File: config.mk
export PLATFORM = sky130hd
export DESIGN_NAME = branch_predict_unit_flat
export DESIGN_NICKNAME = d
export VERILOG_FILES = /design/src/rtl/branch_predict_unit_if.sv /design/src/rtl/branch_predict_unit.sv /design/src/flat_wrapper.sv
export SDC_FILE = /design/constraint.sdc
export NUM_CORES = 1
export LEC_CHECK = 0
export CORE_MARGIN = 5
export CORE_UTILIZATION = 40
export DETAILED_ROUTE_END_ITERATION = 8
export PLACE_DENSITY = 0.66
export SYNTH_ARGS = -nofsm -noshare
export SYNTH_HDL_FRONTEND = slang
export SYNTH_SLANG_ARGS = --single-unit
export TNS_END_PERCENT = 30
File: constraint.sdc
create_clock -name i_clk -period 15.9 [get_ports i_clk]
set_input_delay 3.975 -clock i_clk [delete_from_list [all_inputs] [get_ports i_clk]]
set_output_delay 3.975 -clock i_clk [all_outputs]
set_load 0.05 [all_outputs]
File: src/rtl/branch_predict_unit_if.sv
// rtl/branch_predict_unit_if.sv - fetch lookup and EX resolution bundle for the branch predict unit
interface branch_predict_unit_if #(
  parameter int XLEN   = 32,
  parameter int PERF_W = 32
);
  logic              o_ready;
  logic              i_pred_valid;
  logic [XLEN-1:0]   i_pred_pc;
  logic              o_pred_taken;
  logic              i_res_valid;
  logic [XLEN-1:0]   i_res_pc;
  logic [XLEN-1:0]   i_dat_a;
  logic [XLEN-1:0]   i_dat_b;
  logic [2:0]        i_funct3;
  logic [4:0]        i_opcode;
  logic              i_res_pred;
  logic [XLEN-1:0]   i_target;
  logic              o_res_valid;
  logic              o_branch_en;
  logic              o_mispredict;
  logic [XLEN-1:0]   o_redirect_pc;
  logic [PERF_W-1:0] o_mispred_cnt;

  modport master (
    output i_pred_valid, i_pred_pc, i_res_valid, i_res_pc, i_dat_a, i_dat_b,
           i_funct3, i_opcode, i_res_pred, i_target,
    input  o_ready, o_pred_taken, o_res_valid, o_branch_en, o_mispredict,
           o_redirect_pc, o_mispred_cnt
  );

  modport slave (
    input  i_pred_valid, i_pred_pc, i_res_valid, i_res_pc, i_dat_a, i_dat_b,
           i_funct3, i_opcode, i_res_pred, i_target,
    output o_ready, o_pred_taken, o_res_valid, o_branch_en, o_mispredict,
           o_redirect_pc, o_mispred_cnt
  );
endinterface

File: src/rtl/branch_predict_unit.sv
// rtl/branch_predict_unit.sv - EX branch resolution with a PC-indexed 2-bit counter history table
module branch_predict_unit #(
  parameter int         XLEN      = 32,
  parameter int         BHT_DEPTH = 64,
  parameter logic [1:0] CNT_INIT  = 2'b01,
  parameter int         PERF_W    = 32
) (
  input  logic i_clk,
  input  logic i_rst,
  branch_predict_unit_if.slave bus
);
  localparam int IDX_W = $clog2(BHT_DEPTH);

  typedef enum logic {S_INIT, S_RUN} state_t;

  state_t           state, state_nxt;
  logic [IDX_W-1:0] init_idx;
  logic             ready, init_we;
  logic [1:0]       bht [BHT_DEPTH];

  always_ff @(posedge i_clk) begin
    if (i_rst) begin
      state    <= S_INIT;
      init_idx <= '0;
    end else begin
      state <= state_nxt;
      if (state == S_INIT) init_idx <= init_idx + 1'b1;
    end
  end

  always_comb begin
    state_nxt = state;
    if (state == S_INIT && init_idx == IDX_W'(BHT_DEPTH - 1)) state_nxt = S_RUN;
  end

  always_comb begin
    ready   = (state == S_RUN);
    init_we = (state == S_INIT);
  end

  assign bus.o_ready = ready;

  logic             is_jump, is_branch, cond, taken, mispred;
  logic [XLEN-1:0]  next_pc;
  logic [IDX_W-1:0] lk_idx, up_idx;
  logic [1:0]       cur_cnt, upd_cnt;

  always_comb begin
    is_jump   = (bus.i_opcode == 5'b11011) || (bus.i_opcode == 5'b11001);
    is_branch = (bus.i_opcode == 5'b11000);
    cond      = 1'b0;
    case (bus.i_funct3)
      3'b000:  cond = (bus.i_dat_a == bus.i_dat_b);
      3'b001:  cond = (bus.i_dat_a != bus.i_dat_b);
      3'b100:  cond = ($signed(bus.i_dat_a) <  $signed(bus.i_dat_b));
      3'b101:  cond = ($signed(bus.i_dat_a) >= $signed(bus.i_dat_b));
      3'b110:  cond = (bus.i_dat_a <  bus.i_dat_b);
      3'b111:  cond = (bus.i_dat_a >= bus.i_dat_b);
      default: cond = 1'b0;
    endcase
    taken   = is_jump || (is_branch && cond);
    mispred = (taken != bus.i_res_pred);
    next_pc = taken ? bus.i_target : bus.i_res_pc + XLEN'(4);
  end

  // Saturating counter step for the resolved branch's entry.
  always_comb begin
    lk_idx  = bus.i_pred_pc[IDX_W+1:2];
    up_idx  = bus.i_res_pc[IDX_W+1:2];
    cur_cnt = bht[up_idx];
    upd_cnt = cur_cnt;
    if (taken && cur_cnt != 2'b11)       upd_cnt = cur_cnt + 2'b01;
    else if (!taken && cur_cnt != 2'b00) upd_cnt = cur_cnt - 2'b01;
  end

  // Table has no reset of its own; the INIT sweep establishes every entry.
  always_ff @(posedge i_clk) begin
    if (!i_rst) begin
      if (init_we)                                bht[init_idx] <= CNT_INIT;
      else if (bus.i_res_valid && is_branch)      bht[up_idx]   <= upd_cnt;
    end
  end

  always_ff @(posedge i_clk) begin
    if (i_rst) begin
      bus.o_pred_taken  <= 1'b0;
      bus.o_res_valid   <= 1'b0;
      bus.o_branch_en   <= 1'b0;
      bus.o_mispredict  <= 1'b0;
      bus.o_redirect_pc <= '0;
      bus.o_mispred_cnt <= '0;
    end else begin
      bus.o_pred_taken  <= bus.i_pred_valid && ready && bht[lk_idx][1];
      bus.o_res_valid   <= bus.i_res_valid;
      bus.o_branch_en   <= bus.i_res_valid && taken;
      bus.o_mispredict  <= bus.i_res_valid && mispred;
      if (bus.i_res_valid) bus.o_redirect_pc <= next_pc;
      bus.o_mispred_cnt <= bus.o_mispred_cnt + PERF_W'(bus.i_res_valid && mispred);
    end
  end

  logic unused_pc_bits;
  assign unused_pc_bits = ^bus.i_pred_pc;
endmodule
File: src/flat_wrapper.sv
// flat-port wrapper written by rule: the top's interface ports become plain ports
module branch_predict_unit_flat 
#(
  parameter int         XLEN      = 32,
  parameter int         BHT_DEPTH = 64,
  parameter logic [1:0] CNT_INIT  = 2'b01,
  parameter int         PERF_W    = 32
)
  (i_clk, i_rst, bus_i_pred_valid, bus_i_pred_pc, bus_i_res_valid, bus_i_res_pc, bus_i_dat_a, bus_i_dat_b, bus_i_funct3, bus_i_opcode, bus_i_res_pred, bus_i_target, bus_o_ready, bus_o_pred_taken, bus_o_res_valid, bus_o_branch_en, bus_o_mispredict, bus_o_redirect_pc, bus_o_mispred_cnt);
  branch_predict_unit_if #(.XLEN(XLEN), .PERF_W(PERF_W)) bus_i ();
  input  logic i_clk;
  input  logic i_rst;
  input wire logic [$bits(bus_i.i_pred_valid)-1:0] bus_i_pred_valid;
  input wire logic [$bits(bus_i.i_pred_pc)-1:0] bus_i_pred_pc;
  input wire logic [$bits(bus_i.i_res_valid)-1:0] bus_i_res_valid;
  input wire logic [$bits(bus_i.i_res_pc)-1:0] bus_i_res_pc;
  input wire logic [$bits(bus_i.i_dat_a)-1:0] bus_i_dat_a;
  input wire logic [$bits(bus_i.i_dat_b)-1:0] bus_i_dat_b;
  input wire logic [$bits(bus_i.i_funct3)-1:0] bus_i_funct3;
  input wire logic [$bits(bus_i.i_opcode)-1:0] bus_i_opcode;
  input wire logic [$bits(bus_i.i_res_pred)-1:0] bus_i_res_pred;
  input wire logic [$bits(bus_i.i_target)-1:0] bus_i_target;
  output wire logic [$bits(bus_i.o_ready)-1:0] bus_o_ready;
  output wire logic [$bits(bus_i.o_pred_taken)-1:0] bus_o_pred_taken;
  output wire logic [$bits(bus_i.o_res_valid)-1:0] bus_o_res_valid;
  output wire logic [$bits(bus_i.o_branch_en)-1:0] bus_o_branch_en;
  output wire logic [$bits(bus_i.o_mispredict)-1:0] bus_o_mispredict;
  output wire logic [$bits(bus_i.o_redirect_pc)-1:0] bus_o_redirect_pc;
  output wire logic [$bits(bus_i.o_mispred_cnt)-1:0] bus_o_mispred_cnt;
  assign bus_i.i_pred_valid = bus_i_pred_valid;
  assign bus_i.i_pred_pc = bus_i_pred_pc;
  assign bus_i.i_res_valid = bus_i_res_valid;
  assign bus_i.i_res_pc = bus_i_res_pc;
  assign bus_i.i_dat_a = bus_i_dat_a;
  assign bus_i.i_dat_b = bus_i_dat_b;
  assign bus_i.i_funct3 = bus_i_funct3;
  assign bus_i.i_opcode = bus_i_opcode;
  assign bus_i.i_res_pred = bus_i_res_pred;
  assign bus_i.i_target = bus_i_target;
  assign bus_o_ready = bus_i.o_ready;
  assign bus_o_pred_taken = bus_i.o_pred_taken;
  assign bus_o_res_valid = bus_i.o_res_valid;
  assign bus_o_branch_en = bus_i.o_branch_en;
  assign bus_o_mispredict = bus_i.o_mispredict;
  assign bus_o_redirect_pc = bus_i.o_redirect_pc;
  assign bus_o_mispred_cnt = bus_i.o_mispred_cnt;
  branch_predict_unit #(.XLEN(XLEN), .BHT_DEPTH(BHT_DEPTH), .CNT_INIT(CNT_INIT), .PERF_W(PERF_W)) u_core (.i_clk(i_clk), .i_rst(i_rst), .bus(bus_i));
endmodule
==> flow_summary.json <==
{
  "fin_area_um2": 13700,
  "grt_overflow": 0,
  "hold_viol": 0,
  "fin_worst_skew_ns": 0.0208,
  "ios": 242,
  "synth_top_flop_cell": "edfxtp_1",
  "cts_sinks": 203,
  "first_pass_iters": 5,
  "synth_area_leaders": "edfxtp_1 37%, dfxtp_1 14%, mux4_2 13%, nor2_1 4.6%, ha_1 4.5%",
  "fin_hold_ws_ns": 0.446,
  "min_period_over_period_pct": 51.8,
  "reg2reg_slack_ns": 12.32,
  "placed_cell_area_um2": 13000,
  "num_vias": 7769,
  "synth-edff-count": 128,
  "arrival_ns": 8.60,
  "synth_common_cells": "128 x edfxtp_1, 128 x nor2_1, 98 x nand2_1",
  "ys_seq_elements": 203,
  "seqCellArea_um2": 5350,
  "wirelength_um": 28400,
  "cts_tree": "done",
  "worstMarginPinSlew_ns": 1.09,
  "vias_per_cell": 5.29,
  "fillers": 2308,
  "die_height_um": 172,
  "antenna_found_initial": 2,
  "yosysSeqAreaShare_pct": 50.8,
  "die_x_um": 172,
  "grt_max_degree": 65,
  "path_common_cell": "ha_1",
  "multiInputGateArea_um2": 4830,
  "cts_resized": 0,
  "slowest_delay_ns": 0.55,
  "rsz0062_at_grt": "no",
  "die-area_um2": 29700,
  "slew_headroom_pct": 27.1,
  "yosysUniqueCellTypes": 54,
  "start_util_pct": 40.5,
  "area_growth_pct": 29.8,
  "fp-row-count": 59,
  "dp_worst_setup_slack_ns": 7.08,
  "core_area_um2": 26000,
  "p_per_area_nw_per_um2": 88.7,
  "crit_fanout": 54,
  "yosys_warnings": 0,
  "outcome": "finished, final reports clean",
  "cts_max_level": 1,
  "cp-start-kind": "primary input",
  "dpl.hpwl_um": 20500,
  "drive_above_1_share_pct": 10.7,
  "wl_per_cell_um": 19.3,
  "grt_usage_pct": 18.5,
  "io_buffer_count": 215,
  "clock_latency_ns": 0.51,
  "grt_pass1_wl_um": 42800,
  "drv_slew": 0,
  "path_cells": "clkdlybuf4s50_1, inv_1, ha_1, a21oi_1, o21ai_0, a221oi_1, o221ai_1, a21o_1, mux2i_1, o31ai_4, buf_4, xor2_1, nor2b_1, ha_1, ha_1, and2_1, nand4_1, nor2_1, nand2_1, xor2_1, nor2_1",
  "clock_path_buffers": 3,
  "critical-path-top-delay-family": "compound AO/OA/AOI/OAI gates",
  "path_buf_inv": 3,
  "grt_pass1_vias": 7777,
  "ir_worst_vdd_mv": 0.0919,
  "yosys.area.top_type": "edfxtp_1",
  "cts_root_buf": "clkbuf_16",
  "cts_setup_buffers": 0,
  "synth-async-reset-ratio_pct": 0,
  "tns_ns": 0,
  "nets": 1329,
  "synth_nets": 1128,
  "leakage_nw": 5.17,
  "synth.cell_area_um2": 10500,
  "synthCells": 917,
  "setup_viol": 0,
  "required_ns": 16.26,
  "setup_ws_ns": 7.66,
  "synth.top_cell.area_share_pct": 36.5,
  "gp_congestion": 0.860,
  "crit_type": "in2reg",
  "cts.clk_slew.worst_paths_ns": 0.06,
  "antenna_left": 0,
  "cp-end-kind": "register",
  "final.min_clock_period_ns": 8.24,
  "slowest_stage": "buf_4",
  "drc": 0,
  "cts_hold_buf": 0,
  "drt-initial-drc-count": 555,
  "synth_area_per_cell_um2": 11.5,
  "min_path_type": "reg2reg",
  "cap_violations": 0,
  "fmax_mhz": 121,
  "cts_made_buffers": 23
}
[stage by stage]
stage	total power [mW]	util (%)	instances
2_1_floorplan	0.655	-	917
3_3_place_gp	0.723	49.9	1428
3_5_place_dp	0.725	49.9	1428
4_1_cts	1.23	52.6	1468
5_1_grt	1.26	52.6	1469
6_report	1.21	52.6	1469
[placed cells by master, fill, tap and decap left out, types with 8 or more instances in the layout]
| cell | Yosys | final |
|---|---|---|
| mux4_2 | 62 | 62 |
| or3_1 | 9 | 9 |
| a21oi_1 | 17 | 17 |
| clkdlybuf4s50_1 | 0 | 212 |
| dfxtp_1 | 75 | 75 |
| nand2_1 | 98 | 98 |
| ha_1 | 38 | 38 |
| and3_1 | 8 | 8 |
| xnor2_1 | 24 | 24 |
| nand4_1 | 16 | 16 |
| mux2i_1 | 22 | 22 |
| nand3_1 | 29 | 29 |
| clkbuf_16 | 0 | 23 |
| inv_1 | 45 | 45 |
| edfxtp_1 | 128 | 128 |
| o21ai_0 | 50 | 50 |
| nor2_1 | 128 | 128 |
| buf_4 | 3 | 8 |
| xor2_1 | 35 | 35 |
[cell families (layout without fill, tap and decap cells)]
kind of cell / Yosys count / count (layout) / share of synthesized area [%]
AOI/OAI and AO/OA: 103 / 103 / 6.04
adders and majority gates: 38 / 38 / 4.52
xor gates and xnor gates: 59 / 59 / 4.91
and+or+nand+nor: 333 / 333 / 14.3
muxes: 89 / 89 / 15.9
other: 0 / 1 / 0
DFF: 203 / 203 / 50.8
buffers and inverters: 92 / 308 / 3.53
[flip-flops by register name (all words and copies together) (netlist names)]
| signal | cells |
|---|---|
| u_core.bus.o_pred_taken | 1 |
| u_core.bus.o_res_valid | 1 |
| u_core.bus.o_mispred_cnt | 32 |
| u_core.bht | 128 |
| u_core.bus.o_mispredict | 1 |
| u_core.bus.o_redirect_pc | 32 |
| u_core.init_idx | 6 |
| u_core.bus.o_ready | 1 |
| u_core.bus.o_branch_en | 1 |
[path summary, 6_finish.rpt]
check	to	depth (start not counted)	start
max	u_core.bus.o_mispred_cnt[26]	21	bus_i_dat_b[11]
min	u_core.bus.o_redirect_pc[5]	2	u_core.bus.o_redirect_pc[5]
max reg2reg	u_core.bht[9][1]	7	u_core.bht[31][0]
min reg2reg	u_core.bus.o_redirect_pc[5]	2	u_core.bus.o_redirect_pc[5]
[where the power goes]
part / leakage (nW) / internal (mW) / switching (mW)
logic: 2.76 / 0.0707 / 0.0768
registers: 2.07 / 0.561 / 0.00420
clock network: 0.350 / 0.297 / 0.202
[worst register-to-register path, cell delays in order (launching register included)]
cell,delay [ns]
edfxtp_1,0.36
mux4_2,0.50
mux4_2,0.52
mux4_2,0.53
ha_1,0.25
or3b_1,0.43
a31oi_4,0.17
buf_4,0.52
[cell type report]
class | instances | area share [%]
Sequential cell | 203 | 39.1
Multi-Input combinational cell | 622 | 35.3
Timing Repair Buffer | 223 | 16.1
Clock buffer | 28 | 4.35
Tap cell | 335 | 3.07
Inverter | 45 | 1.24
Clock inverter | 12 | 0.806
Antenna cell | 1 | 0.0183
[metal layers]
| metal | track usage, % | vias up | part of all wire [%] |
|---|---|---|---|
| met3 | 3.57 | 42 | 8.3 |
| met2 | 32.7 | 271 | 49 |
| li1 | - | 3736 | - |
| met5 | 0 | - | 0.046 |
| met1 | 23.5 | 3718 | 41 |
| met4 | 4.65 | 2 | 2.1 |
(Power assumes the default switching activity.)
